--- config.mk ---
export PLATFORM = sky130hd
export DESIGN_NAME = conv_cmd_ctrl_flat
export DESIGN_NICKNAME = d
export VERILOG_FILES = /design/src/rtl/conv_cmd_ctrl_if.sv /design/src/rtl/conv_cmd_ctrl.sv /design/src/flat_wrapper.sv
export SDC_FILE = /design/constraint.sdc
export NUM_CORES = 1
export LEC_CHECK = 0
export BUFFER_PORTS_ARGS = -buffer_cell sky130_fd_sc_hd__buf_2
export CORE_AREA = 4 4 86 88
export CTS_CLUSTER_DIAMETER = 150
export DETAILED_ROUTE_END_ITERATION = 8
export DIE_AREA = 0 0 90 92
export GPL_TIMING_DRIVEN = 0
export PLACE_DENSITY = 0.76
export SYNTH_ARGS = -nofsm -noshare
export SYNTH_HDL_FRONTEND = slang
export SYNTH_SLANG_ARGS = --single-unit
--- constraint.sdc ---
create_clock -name CLK -period 2.5 [get_ports CLK]
set_input_delay 0.125 -clock CLK [delete_from_list [all_inputs] [get_ports CLK]]
set_output_delay 0.125 -clock CLK [all_outputs]
set_load 0.02 [all_outputs]
--- src/rtl/conv_cmd_ctrl_if.sv ---
// Byte-level link between the SPI slave, the command sequencer and the convolution engine.
// master drives frames/bytes and engine feedback; slave is the sequencer.
interface conv_cmd_ctrl_if #(
    parameter int unsigned W_AW   = 4,
    parameter int unsigned RES_AW = 6
);
    logic              frame_start;
    logic              frame_end;
    logic              byte_valid;
    logic [7:0]        byte_in;
    logic [7:0]        tx_data;
    logic              w_we;
    logic [W_AW-1:0]   w_addr;
    logic [7:0]        w_data;
    logic              px_valid;
    logic [7:0]        px_data;
    logic              conv_start;
    logic              conv_done;
    logic              busy;
    logic [RES_AW-1:0] res_addr;
    logic [7:0]        res_data;

    modport master (
        output frame_start, frame_end, byte_valid, byte_in, conv_done, res_data,
        input  tx_data, w_we, w_addr, w_data, px_valid, px_data, conv_start, busy, res_addr
    );

    modport slave (
        input  frame_start, frame_end, byte_valid, byte_in, conv_done, res_data,
        output tx_data, w_we, w_addr, w_data, px_valid, px_data, conv_start, busy, res_addr
    );
endinterface

--- src/rtl/conv_cmd_ctrl.sv ---
// Command sequencer: turns SSEL-framed SPI byte streams into weight writes, pixel strobes,
// convolution start and result/status readback on MISO.
module conv_cmd_ctrl #(
    parameter int unsigned NUM_W   = 9,
    parameter int unsigned W_AW    = 4,
    parameter int unsigned NUM_PX  = 64,
    parameter int unsigned NUM_RES = 36,
    parameter int unsigned RES_AW  = 6
) (
    input logic           CLK,
    input logic           RESET,
    conv_cmd_ctrl_if.slave bus
);
    typedef enum logic [2:0] {
        StIdle, StOpcode, StLoadW, StLoadPx, StRead, StStatus, StDiscard
    } state_e;

    localparam logic [7:0] NumW   = 8'(NUM_W);
    localparam logic [7:0] NumPx  = 8'(NUM_PX);
    localparam logic [7:0] NumRes = 8'(NUM_RES);

    state_e            state_q;
    logic [7:0]        cnt_q;
    logic [7:0]        tx_q;
    logic              tx_sel_q;
    logic              tx_pend_q;
    logic              start_pend_q;
    logic              w_we_q;
    logic [W_AW-1:0]   w_addr_q;
    logic [7:0]        w_data_q;
    logic              px_valid_q;
    logic [7:0]        px_data_q;
    logic              conv_start_q;
    logic              busy_q;
    logic [RES_AW-1:0] res_addr_q;
    logic              done_q;
    logic              err_op_q;
    logic              err_busy_q;
    logic              err_abort_q;

    logic       eng_busy;
    logic       px_last;
    logic       abort;
    logic [7:0] status;

    assign eng_busy = busy_q | start_pend_q;
    assign px_last  = (state_q == StLoadPx) && bus.byte_valid && (cnt_q == NumPx - 8'd1);
    assign abort    = (bus.frame_start || bus.frame_end) && (state_q == StLoadPx) && !px_last;
    assign status   = {3'b000, done_q, err_abort_q, err_busy_q, err_op_q, busy_q};

    always_ff @(posedge CLK or posedge RESET) begin
        if (RESET) begin
            state_q      <= StIdle;
            cnt_q        <= '0;
            tx_q         <= '0;
            tx_sel_q     <= 1'b0;
            tx_pend_q    <= 1'b0;
            start_pend_q <= 1'b0;
            w_we_q       <= 1'b0;
            w_addr_q     <= '0;
            w_data_q     <= '0;
            px_valid_q   <= 1'b0;
            px_data_q    <= '0;
            conv_start_q <= 1'b0;
            busy_q       <= 1'b0;
            res_addr_q   <= '0;
            done_q       <= 1'b0;
            err_op_q     <= 1'b0;
            err_busy_q   <= 1'b0;
            err_abort_q  <= 1'b0;
        end else begin
            w_we_q       <= 1'b0;
            px_valid_q   <= 1'b0;
            conv_start_q <= 1'b0;
            start_pend_q <= 1'b0;
            tx_pend_q    <= 1'b0;

            // Second cycle after the opcode: first MISO byte of the command becomes visible.
            if (tx_pend_q) begin
                case (state_q)
                    StStatus: tx_q     <= status;
                    StRead:   tx_sel_q <= 1'b1;
                    default:  tx_q     <= 8'h00;
                endcase
            end

            if (start_pend_q) begin
                conv_start_q <= 1'b1;
                busy_q       <= 1'b1;
            end else if (busy_q && bus.conv_done) begin
                busy_q <= 1'b0;
                done_q <= 1'b1;
            end

            if (bus.byte_valid) begin
                case (state_q)
                    StOpcode: begin
                        tx_pend_q <= 1'b1;
                        case (bus.byte_in)
                            8'h01: begin
                                if (eng_busy) begin
                                    state_q    <= StDiscard;
                                    err_busy_q <= 1'b1;
                                end else begin
                                    state_q <= StLoadW;
                                    cnt_q   <= '0;
                                end
                            end
                            8'h02: begin
                                if (eng_busy) begin
                                    state_q    <= StDiscard;
                                    err_busy_q <= 1'b1;
                                end else begin
                                    state_q <= StLoadPx;
                                    cnt_q   <= '0;
                                    done_q  <= 1'b0;
                                end
                            end
                            8'h03: begin
                                state_q    <= StRead;
                                res_addr_q <= '0;
                                cnt_q      <= 8'd1;
                            end
                            8'h04:   state_q <= StStatus;
                            default: begin
                                state_q  <= StDiscard;
                                err_op_q <= 1'b1;
                            end
                        endcase
                    end
                    StLoadW: begin
                        if (cnt_q < NumW) begin
                            w_we_q   <= 1'b1;
                            w_addr_q <= cnt_q[W_AW-1:0];
                            w_data_q <= bus.byte_in;
                            cnt_q    <= cnt_q + 8'd1;
                        end
                    end
                    StLoadPx: begin
                        px_valid_q <= 1'b1;
                        px_data_q  <= bus.byte_in;
                        if (px_last) begin
                            start_pend_q <= 1'b1;
                            cnt_q        <= '0;
                            state_q      <= StDiscard;
                        end else begin
                            cnt_q <= cnt_q + 8'd1;
                        end
                    end
                    StRead: begin
                        if (cnt_q < NumRes) begin
                            res_addr_q <= cnt_q[RES_AW-1:0];
                            cnt_q      <= cnt_q + 8'd1;
                        end else begin
                            tx_sel_q <= 1'b0;
                            tx_q     <= 8'h00;
                        end
                    end
                    StStatus: begin
                        err_op_q    <= 1'b0;
                        err_busy_q  <= 1'b0;
                        err_abort_q <= 1'b0;
                    end
                    default: ;
                endcase
            end

            // Frame boundaries win over any byte handled in the same cycle.
            if (bus.frame_start || bus.frame_end) begin
                if (abort) begin
                    err_abort_q <= 1'b1;
                    cnt_q       <= '0;
                end
                if (bus.frame_end && state_q == StStatus) begin
                    err_op_q    <= 1'b0;
                    err_busy_q  <= 1'b0;
                    err_abort_q <= 1'b0;
                end
                state_q   <= bus.frame_start ? StOpcode : StIdle;
                tx_q      <= 8'h00;
                tx_sel_q  <= 1'b0;
                tx_pend_q <= 1'b0;
            end
        end
    end

    // Read data goes straight from result memory once its address has been presented.
    assign bus.tx_data    = tx_sel_q ? bus.res_data : tx_q;
    assign bus.w_we       = w_we_q;
    assign bus.w_addr     = w_addr_q;
    assign bus.w_data     = w_data_q;
    assign bus.px_valid   = px_valid_q;
    assign bus.px_data    = px_data_q;
    assign bus.conv_start = conv_start_q;
    assign bus.busy       = busy_q;
    assign bus.res_addr   = res_addr_q;
endmodule
--- src/flat_wrapper.sv ---
// flat-port wrapper written by rule: the top's interface ports become plain ports
module conv_cmd_ctrl_flat 
#(
    parameter int unsigned NUM_W   = 9,
    parameter int unsigned W_AW    = 4,
    parameter int unsigned NUM_PX  = 64,
    parameter int unsigned NUM_RES = 36,
    parameter int unsigned RES_AW  = 6
)
  (CLK, RESET, bus_frame_start, bus_frame_end, bus_byte_valid, bus_byte_in, bus_conv_done, bus_res_data, bus_tx_data, bus_w_we, bus_w_addr, bus_w_data, bus_px_valid, bus_px_data, bus_conv_start, bus_busy, bus_res_addr);
  conv_cmd_ctrl_if #(.W_AW(W_AW), .RES_AW(RES_AW)) bus_i ();
  input logic CLK;
  input logic RESET;
  input wire logic [$bits(bus_i.frame_start)-1:0] bus_frame_start;
  input wire logic [$bits(bus_i.frame_end)-1:0] bus_frame_end;
  input wire logic [$bits(bus_i.byte_valid)-1:0] bus_byte_valid;
  input wire logic [$bits(bus_i.byte_in)-1:0] bus_byte_in;
  input wire logic [$bits(bus_i.conv_done)-1:0] bus_conv_done;
  input wire logic [$bits(bus_i.res_data)-1:0] bus_res_data;
  output wire logic [$bits(bus_i.tx_data)-1:0] bus_tx_data;
  output wire logic [$bits(bus_i.w_we)-1:0] bus_w_we;
  output wire logic [$bits(bus_i.w_addr)-1:0] bus_w_addr;
  output wire logic [$bits(bus_i.w_data)-1:0] bus_w_data;
  output wire logic [$bits(bus_i.px_valid)-1:0] bus_px_valid;
  output wire logic [$bits(bus_i.px_data)-1:0] bus_px_data;
  output wire logic [$bits(bus_i.conv_start)-1:0] bus_conv_start;
  output wire logic [$bits(bus_i.busy)-1:0] bus_busy;
  output wire logic [$bits(bus_i.res_addr)-1:0] bus_res_addr;
  assign bus_i.frame_start = bus_frame_start;
  assign bus_i.frame_end = bus_frame_end;
  assign bus_i.byte_valid = bus_byte_valid;
  assign bus_i.byte_in = bus_byte_in;
  assign bus_i.conv_done = bus_conv_done;
  assign bus_i.res_data = bus_res_data;
  assign bus_tx_data = bus_i.tx_data;
  assign bus_w_we = bus_i.w_we;
  assign bus_w_addr = bus_i.w_addr;
  assign bus_w_data = bus_i.w_data;
  assign bus_px_valid = bus_i.px_valid;
  assign bus_px_data = bus_i.px_data;
  assign bus_conv_start = bus_i.conv_start;
  assign bus_busy = bus_i.busy;
  assign bus_res_addr = bus_i.res_addr;
  conv_cmd_ctrl #(.NUM_W(NUM_W), .W_AW(W_AW), .NUM_PX(NUM_PX), .NUM_RES(NUM_RES), .RES_AW(RES_AW)) u_core (.CLK(CLK), .RESET(RESET), .bus(bus_i));
endmodule
# Word-level counts from Yosys, hierarchy flattened
# Cells that the tools add are included.
# word_totals
register_bits	56
out_inout_bits	38
wordCells	122
# op_classes
eq_ne	13
n_bitwise	1
n_reduce_logical	18
magnitude_cmp	2
n_addsub	1
muxes	69
# ops
cell	n
8-bit 2-to-1 mux	13
1-bit 2-to-1 mux	41
8-bit one-hot mux with 2 select lines	2
8-bit one-hot mux with 4 select lines	1
8-bit by 2-bit equality test with 1-bit output (second input constant)	2
3-bit 2-to-1 mux	5
6-bit 2-to-1 mux	2
3-bit one-hot mux with 4 select lines	1
6-bit one-hot mux with 2 select lines	1
8-bit by 1-bit adder with 8-bit output (second input constant)	1
8-bit by 1-bit equality test with 1-bit output (second input constant)	1
8-bit by 3-bit equality test with 1-bit output (second input constant)	1
8-bit by 6-bit equality test with 1-bit output (second input constant)	1
8-bit by 4-bit < comparator with 1-bit output (second input constant)	1
8-bit by 6-bit < comparator with 1-bit output (second input constant)	1
3-bit by 2-bit equality test with 1-bit output (second input constant)	2
3-bit equality test (second input constant)	2
1-bit logical AND	6
3-bit one-hot mux with 2 select lines	1
3-bit AND reduction	2
2-bit nonzero test	3
1-bit one-hot mux with 2 select lines	2
4-bit AND reduction	1
4-bit OR reduction	1
10 further kinds	10

# Logic depth before layout (Yosys ltp)
# Gate-level depths: netlist of the first run.
# depth
word_depth	8
mapped_depth	8

# Worst setup path before layout of the first run
# OpenSTA, ideal clock, no wires.
# synth_timing
kind	flip-flop to flip-flop
start	register u_core.state_q[1]
end	register u_core.res_addr_q[0] (netlist: u_core.bus.res_addr[0])
arrival_ps	1880
slack_ps	497
path_buffers	2
required_time_ps	2376
setup_ps	124
path_stages_with_launch	8
path_cell_list	dfrtp_1 > buf_2 > or3b_1 > or4_4 > a21bo_1 > buf_6 > nand2_1 > o31ai_2
# synth_via
elab_chain_cells	3
word_cells_on_any_way	7
# synth_rtl
element	line_no	text
start: declaration	conv_cmd_ctrl.sv:22	state_e state_q;
start signal: assignment	conv_cmd_ctrl.sv:53	state_q <= StIdle;
start signal: assignment	conv_cmd_ctrl.sv:102	state_q <= StDiscard;
start signal: assignment	conv_cmd_ctrl.sv:105	state_q <= StLoadW;
3-bit equality test or 3-bit by 1-bit equality test with 1-bit output (tied branches)	conv_cmd_ctrl.sv:96	case (state_q)
2-bit by 1-bit != test with 1-bit output (no source line) (tied with other cells)	n/a	
4-bit AND reduction (no source line)	n/a	
end signal: assignment	conv_cmd_ctrl.sv:152	res_addr_q <= cnt_q[RES_AW-1:0];
end: declaration	conv_cmd_ctrl.sv:35	logic [RES_AW-1:0] res_addr_q;
# Parallel ways exist; a longest one is shown, timed or not.
# A chain may end at the register's enable or synchronous reset.

# Worst setup path in the final report of the first run
# layout_timing
start	register u_core.state_q[0]
end	register u_core.cnt_q[4]
# layout_via
elab_chain_cells	8
word_cells_on_any_way	14
# layout_rtl
element	line_no	text
3-bit by 2-bit equality test with 1-bit output	conv_cmd_ctrl.sv:47, conv_cmd_ctrl.sv:48, conv_cmd_ctrl.sv:96	
1-bit logical AND (2 in a row)	conv_cmd_ctrl.sv:47	assign px_last = (state_q == StLoadPx) && bus.byte_valid && (cnt_q == NumPx - 8'd1);
8-bit 2-to-1 mux	conv_cmd_ctrl.sv:142	if (px_last) begin
8-bit one-hot mux with 4 select lines	conv_cmd_ctrl.sv:96	
8-bit 2-to-1 mux	conv_cmd_ctrl.sv:95	if (bus.byte_valid) begin
8-bit 2-to-1 mux	conv_cmd_ctrl.sv:170	if (abort) begin
8-bit 2-to-1 mux (*)	conv_cmd_ctrl.sv:169	if (bus.frame_start || bus.frame_end) begin
end signal: assignment	conv_cmd_ctrl.sv:136	cnt_q <= cnt_q + 8'd1;
end signal: assignment	conv_cmd_ctrl.sv:147	cnt_q <= cnt_q + 8'd1;
end signal: assignment	conv_cmd_ctrl.sv:153	cnt_q <= cnt_q + 8'd1;
end: declaration	conv_cmd_ctrl.sv:23	logic [7:0] cnt_q;
# Every way passes the cells marked *; elsewhere a longest branch is shown, timed or not.

==> impl_results.md, run 1 <==
* DIE AREA at slightly above 0.008 mm2
* DR pass1 iterations at 4
* Vias in the first global route at 2328
* Synth Flop Type: dfrtp_1
* Synth area leader: dfrtp_1
* HP Class: in2reg
* Port Buffer Count at 57
* Seq cells post-synth at 56
* Deepest clock path buffer count at 2
* VDD IR max at between 0.4 and 0.5 mV
* RSZ-0062 raised after global routing: false
* Drt wl/cell at between 15 and 20 um
* Synthesized area per cell at roughly 10 um2
* Drc violations at 0
* Status: complete, no violations
* Syn Nets at ~300
* P&R area growth vs syn at 18.0%
* Crit Path Class: reg2reg
* Routed vias at 2382
* Core area at around 0.0066 mm2
* Io pins at 60
* CP Capture Type: flop
* First-pass GRT wire length at approximately 11000 um
* NumNets Final at about 370
* Post-route ant nets at 0
* Tot GR Track Use at 0.168
* Switch Pwr at just over 0.0007 W
* Row count at 30
* Number of max-cap violations at 0
* Fmax at 439 MHz
* Int Power at ~0.0014 W
* Post-synth EDFFs at 0
* Final Hold Slack at between 0.009 and 0.01 ns
* Synth top area share at 0.492
* Drt via density at about 5.6
* Antenna Cells at 0
* Htree depth at 2
* Clk slew on worst S/H paths at 0.11 ns
* Grt total ovfl at 0
* Skew-Pair Late Insertion Delay at 0.31 ns
* Clock power frac at 0.235
* Endpoints failing hold at 0
* Yosys warns at 0
* Largest net degree at the start of global routing at 36
* DP HPWL at about 5100 um
* Worst EP required at 2.72 ns
* Top post-synthesis cells by area: dfrtp_1 (49%), mux2_2 (9.1%), nand2_1 (3.8%), a21oi_1 (2.5%), o21ai_0 (2.3%)
* Logic pwr share at 0.260
* Clk root buf: clkbuf_8
* Startpoint Class: flop
* Switch share at 0.335
* Slew headroom at 0.566
* Pins Over Slew Limit at 0
* Sequential fraction of the synthesis area at 0.492
* Final period utilization at 0.912
* Die height at around 92 um
* Filler instances at between 500 and 600
* Netlist cell types at 60
* Fin Clk Skew at roughly 0.012 ns
* CP Max Fanout at 10
* Initial core utilization at 0.429
* PD cells at about 650 mW/mm2
* Post-Syn Instances at approximately 280
* DIE WIDTH at approximately 90 um
* Sum Neg Setup Slack at 0 ns
* Num CTS Buffers at 5
* Final core utilization at 0.506
* Final wirelength at 6830 um
* Share of cells above drive strength 1 at 0.313
* Leakage power at between 1.5 and 2 nW
* First DRT Iteration DRCs at 203
* Clock Sinks at 56
* CTS tree: built
* Final min period at 2.28 ns
* Gpl congestion at between 0.9 and 1
* Post-synth ARST share at 1.00
* Most frequent cells in the layout: buf_2 (60), dfrtp_1 (56), nand2_1 (29)
* Synthesized area at around 0.0028 mm2
* Worst Path Arrival at between 2 and 3 ns
* Sequential power share at 0.504
* Initial antenna violation count at 0
* Worst Tran Pin Value at 0.647 ns
* Final setup viols at 0
* Commonest non-fill, non-tap cell in the layout: buf_2
-- routing by layer --
layer,vias up,wire (um),track usage
li1,1133,-,-
met1,1171,2930,0.216
met2,71,3520,0.296
met3,7,320,0.0287
met4,0,62,0.0383
met5,-,0,0
-- logic make-up (layout without fill, tap and decap cells) --
family	after synthesis	after routing	synth area share
compound gates	76	76	0.190
xor+xnor	2	2	0.00615
fa+ha+maj	2	2	0.00878
buf+inv	27	94	0.0408
flops	56	56	0.492
mux	24	24	0.0944
simple gates	88	88	0.168
-- cell usage after synthesis, drive strengths merged (2+ instances only) --
| library cell | count |
|---|---|
| clkbuf | 10 |
| and2 | 3 |
| nor4b | 2 |
| nor3 | 8 |
| nand2 | 29 |
| nand3 | 2 |
| o31ai | 6 |
| o21ai | 16 |
| mux2 | 23 |
| a21o | 2 |
| a21bo | 3 |
| and3 | 7 |
| a31oi | 5 |
| or3b | 3 |
| nor2b | 2 |
| o211ai | 3 |
| xnor2 | 2 |
| and4 | 2 |
| nor4 | 2 |
| dfrtp | 56 |
| nand4 | 2 |
| inv | 12 |
| or4 | 3 |
| nor3b | 3 |
| a21oi | 14 |
| o21bai | 3 |
| a211oi | 6 |
| nor2 | 16 |
| buf | 5 |
| ha | 2 |
| a22oi | 5 |
-- metrics by stage --
step	worst slack, ns	std cells	instance area [um2]	power (W)
after CTS	0.233	422	3360	0.00219
after global routing	0.000745	422	3360	0.00229
after floorplan	0.497	275	2850	0.00147
after global placement	0.292	412	3230	0.00165
final	0.221	422	3360	0.00217
after detailed placement	0.250	413	3250	0.00168
-- path summary, 6_finish.rpt --
kind	startpoint	to	slack [ns]	cells after the start
setup / recovery	u_core.state_q[0]	u_core.cnt_q[4]	0.22	7
hold / removal	bus_conv_done	u_core.bus.busy	0.01	2
setup reg to reg	u_core.state_q[0]	u_core.cnt_q[4]	0.22	7
hold reg to reg	u_core.bus.res_addr[4]	u_core.bus.res_addr[4]	0.49	2
max in group asynchronous	RESET	u_core.tx_q[0]	1.56	4
min in group asynchronous	RESET	u_core.bus.w_data[7]	0.38	3
-- sequential cells by signal, summed over array words and instances (netlist names) --
register               flops
u_core.bus.px_data         8
u_core.tx_pend_q           1
u_core.bus.w_we            1
u_core.tx_q                8
u_core.bus.res_addr        6
u_core.cnt_q               8
u_core.tx_sel_q            1
u_core.bus.conv_start      1
u_core.bus.px_valid        1
u_core.state_q             3
u_core.bus.busy            1
u_core.err_busy_q          1
u_core.bus.w_addr          4
u_core.err_op_q            1
u_core.done_q              1
u_core.start_pend_q        1
u_core.bus.w_data          8
u_core.err_abort_q         1
-- power groups by stage --
| stage | Sequential, W | Combinational (W) | Clock, W |
|---|---|---|---|
| 3_5_place_dp | 0.00111 | 0.000568 | 0 |
| 3_3_place_gp | 0.00111 | 0.000543 | 0 |
| 4_1_cts | 0.00110 | 0.000570 | 0.000523 |
| 2_1_floorplan | 0.00123 | 0.000244 | 0 |
| 6_report | 0.00110 | 0.000566 | 0.000511 |
| 5_1_grt | 0.00111 | 0.000616 | 0.000561 |
-- layout make-up --
cell class / instances / area [um2] / area share
plain buffers: 15 / 71.3 / 0.0212
clock buffers: 5 / 68.8 / 0.0205
clock inverters: 3 / 22.5 / 0.00670
inverters: 12 / 45.0 / 0.0134
multi-input cells: 192 / 1340 / 0.398
flip-flops and latches: 56 / 1400 / 0.417
well taps: 80 / 100 / 0.0298
repair buffers: 59 / 315 / 0.0938
-- repair_timing --
action | 4_1_cts | 5_1_grt
buffers inserted | 0 | 0
setup endpoints to repair | 0 | 1
hold buffers | 1 | 0
gates resized for setup | 0 | 1
endpoints found under the hold margin | 21 | 0
-- worst max-delay path, stage by stage, from the launching register on --
cell and delay, ns:
dfrtp_1 0.37, buf_4 0.17, or3b_1 0.37, buf_2 0.21
a211oi_4 0.29, o21ai_1 0.20, and2_1 0.28, a311oi_1 0.30
(Power assumes the default switching activity.)
==> run 2: changes to the inputs <==
ABC_AREA = 1   (was not set)
==> run 2 against run 1 <==
  * Die area did not move
  * Utilization rose by 0.28 points
  * Sequential share of layout area is 0.23 points lower
  * Clock-buffer cell count unchanged
  * Register-to-register slack better by 0.38 ns
  * Flip-flop and latch count stayed put
  * Via count grew 8.7%
  * Synthesized cell count grew 34%
  * Highest routed layer unchanged
==> impl_results.md, run 2 <==
* Status: complete, no violations
* Io pins at 60 (unchanged)
* P&R area growth vs syn at 18.2%
* Synth area leader: dfrtp_1
* Htree depth at 2 (unchanged)
* Worst Setup SP: u_core.cnt_q[0]
* Largest net degree at the start of global routing at 30 (-17%)
* Final setup viols at 0 (unchanged)
* Port Buffer Count at 59 (+3.5%)
* Worst Tran Pin Value at 0.602 ns (-0.0450 ns)
* Drt via density at 5.00 (-11%)
* Gpl congestion at 0.877 (-4.0%)
* Top post-synthesis cells by area: dfrtp_1 (49%), nand2_1 (14%), inv_1 (5.8%), nor2_1 (4.5%), nand3_1 (3.9%)
* Sum Neg Setup Slack at 0 ns (unchanged)
* Row count at 30 (unchanged)
* RR Startpoint: u_core.cnt_q[0]
* Total Power at 0.00225 W (+3.7%)
* Fmax at 527 MHz (+20%)
* End of the critical path: u_core.bus.w_data[3]
* Synth cell count leaders: nand2_1 (108), dfrtp_1 (56), inv_1 (44)
* Antenna Cells at 0 (unchanged)
* Number of max-cap violations at 0 (unchanged)
* Syn Nets at 393 (+31%)
* Drc violations at 0 (unchanged)
* CP Capture Type: flop
* Sequential fraction of the synthesis area at 0.490 (-0.00172)
* Routed vias at 2589 (+8.7%)
* Clock Sinks at 56 (unchanged)
* Internal reg-to-reg setup slack at 0.60 ns (+0.38 ns)
* Setup bufs post-CTS at 0 (unchanged)
* Yosys warns at 0 (unchanged)
* Initial core utilization at 0.430 (+0.00151)
* First-pass GRT wire length at 11800 um (+2.5%)
* Clk slew on worst S/H paths at 0.11 ns (about the same)
* Reg2reg path depth at 12 (+5)
* Cell with the most instances after synthesis: nand2_1
* Startpoint Class: flop
* PD cells at 666 mW/mm2 (+3.1%)
* Final min period at 1.90 ns (-0.380 ns)
* Post-synth EDFFs at 0 (unchanged)
* Slew headroom at 0.598 (+0.0320)
* Leakage power at 1.83 nW (+14%)
* Final wirelength at 6580 um (-3.7%)
* Initial antenna violation count at 0 (unchanged)
* Share of cells above drive strength 1 at 0.228 (-0.0846)
* Worst EP required at 2.71 ns (about the same)
* DIE WIDTH at 90 um (unchanged)
* Endpoints failing hold at 0 (unchanged)
* CP cell instances: inv_1 -> ha_1 -> nand2_1 -> nand2_1 -> nand3_1 -> inv_2 -> nand2_1 -> nor2_2 -> inv_2 -> buf_2 -> nand2_1 -> o21ai_1
* Post-synth ARST share at 1.00 (unchanged)
* Synth Flop Type: dfrtp_1
* Synthesized area per cell at 7.75 um2 (-25%)
* HP Class: in2reg
* Synth top area share at 0.490 (-0.00172)
* Core area at 0.00664 mm2 (unchanged)
* Vias in the first global route at 2667 (+15%)
* Post-Syn Instances at 369 (+34%)
* Crit Path Class: reg2reg
* DP HPWL at 5130 um (-0.26%)
* Tot GR Track Use at 0.171 (+0.00309)
* Num CTS Buffers at 5 (unchanged)
* Grt total ovfl at 0 (unchanged)
* Skew-Pair Late Insertion Delay at 0.31 ns (about the same)
* Worst Path Arrival at 2.11 ns (-0.39 ns)
* VDD IR max at 0.446 mV (+4.2%)
* CTS tree: built
* RSZ-0062 raised after global routing: false
* RR Endpoint: u_core.bus.w_data[3]
* Clk root buf: clkbuf_8
* Commonest non-fill, non-tap cell in the layout: nand2_1
* Die height at 92 um (unchanged)
* DIE AREA at 0.00828 mm2 (unchanged)
* Fin Clk Skew at 0.00854 ns (-0.00312 ns)
* Slowest stage delay, CP at 0.45 ns (+0.08 ns)
* Synthesized area at 0.00286 mm2 (+0.35%)
* Post-route ant nets at 0 (unchanged)
* Netlist cell types at 32 (-47%)
* CP Max Fanout at 10 (unchanged)
* NumNets Final at 461 (+26%)
* Drt wl/cell at 12.7 um (-22%)
* Final period utilization at 0.760 (-0.152)
* Pins Over Slew Limit at 0 (unchanged)
* Crit path max-delay cell type: dfrtp_1
* First DRT Iteration DRCs at 86 (-58%)
* Most common cell on crit path: nand2_1
* Final core utilization at 0.509 (+0.00283)
* Seq cells post-synth at 56 (unchanged)
* Most frequent cells in the layout: nand2_1 (108), buf_2 (65), dfrtp_1 (56)
* Deepest clock path buffer count at 2 (unchanged)
* DR pass1 iterations at 4 (unchanged)
-- run 2: cell types whose count changed in the layout (fill, tap and decap cells not counted), sizes merged, moves of 4 or more --
cell    delta
clkbuf     -8
a31oi      -4
nor2      +24
nand3     +22
a211oi     -6
mux2      -23
and3       -6
nand2     +85
o21ai     +16
o31ai      -6
inv       +40
-- run 2: cell families after synthesis --
kind of cell | count (synthesis) | share of synthesized area
AND/OR/NAND/NOR | 190 | 0.299
buffers and inverters | 61 | 0.0827
AO/OA/AOI/OAI | 59 | 0.116
flip-flops | 56 | 0.490
adder cells (fa/ha/maj) | 2 | 0.00875
XOR/XNOR | 1 | 0.00306
-- run 2: final cells by class --
| class | instances | area, um2 |
|---|---|---|
| buffer | 8 | 37.5 |
| clock buffer | 5 | 68.8 |
| clock inverter | 3 | 27.5 |
| fill | 668 | 3260 |
| inverter | 53 | 199 |
| multi-input combinational | 252 | 1220 |
| sequential | 56 | 1400 |
| tap | 80 | 100 |
| timing repair buffer | 61 | 325 |
-- run 2: per-layer routing --
| metal | share of wire | global-route usage | vias up |
|---|---|---|---|
| li1 | - | - | 1314 |
| met1 | 0.45 | 0.205 | 1201 |
| met2 | 0.49 | 0.313 | 68 |
| met3 | 0.050 | 0.0377 | 6 |
| met4 | 0.0087 | 0.0383 | 0 |
| met5 | 0 | 0 | - |
-- run 2: repair_timing --
item	in CTS	in global routing
resized for setup	0	0
hold endpoints to repair	27	0
hold buffers	1	0
-- run 2: power breakdown --
part | leakage (nW) | total [W] | internal (W) | switching, W
Combinational | 1.04 | 0.000609 | 0.000207 | 0.000402
Clock | 0.0463 | 0.000520 | 0.000206 | 0.000314
Sequential | 0.736 | 0.00112 | 0.00104 | 0.0000821
-- run 2: worst min path at each step --
stage	startpoint	endpoint	slack, ns	depth (start not counted)
floorplan	bus_frame_start	u_core.state_q[0]	0.22	2
global placement	bus_frame_start	u_core.state_q[0]	0.33	3
detailed placement	RESET	u_core.tx_q[4]	0.23	2
CTS	bus_frame_start	u_core.state_q[0]	0.01	3
global route	bus_frame_start	u_core.state_q[0]	0.009	3
finish	bus_frame_start	u_core.state_q[0]	0.02	3
-- run 2: metrics by stage --
| step | hold slack [ns] | worst slack, ns | std cells | area (um2) |
|---|---|---|---|---|
| floorplan | 0.220 | 0.911 | 369 | 2860 |
| global placement | 0.331 | 0.382 | 508 | 3250 |
| detailed placement | 0.231 | 0.603 | 509 | 3270 |
| CTS | 0.0107 | 0.583 | 518 | 3380 |
| global route | 0.00941 | 0.376 | 518 | 3380 |
| finish | 0.0182 | 0.601 | 518 | 3380 |
-- run 2: critical path, delay by kind of cell (launching register included) --
family          cells  cell delay [ns]
compound gates      1             0.06
fa+ha+maj           1             0.16
buf+inv             4             0.53
flops               1             0.45
simple gates        6             0.60
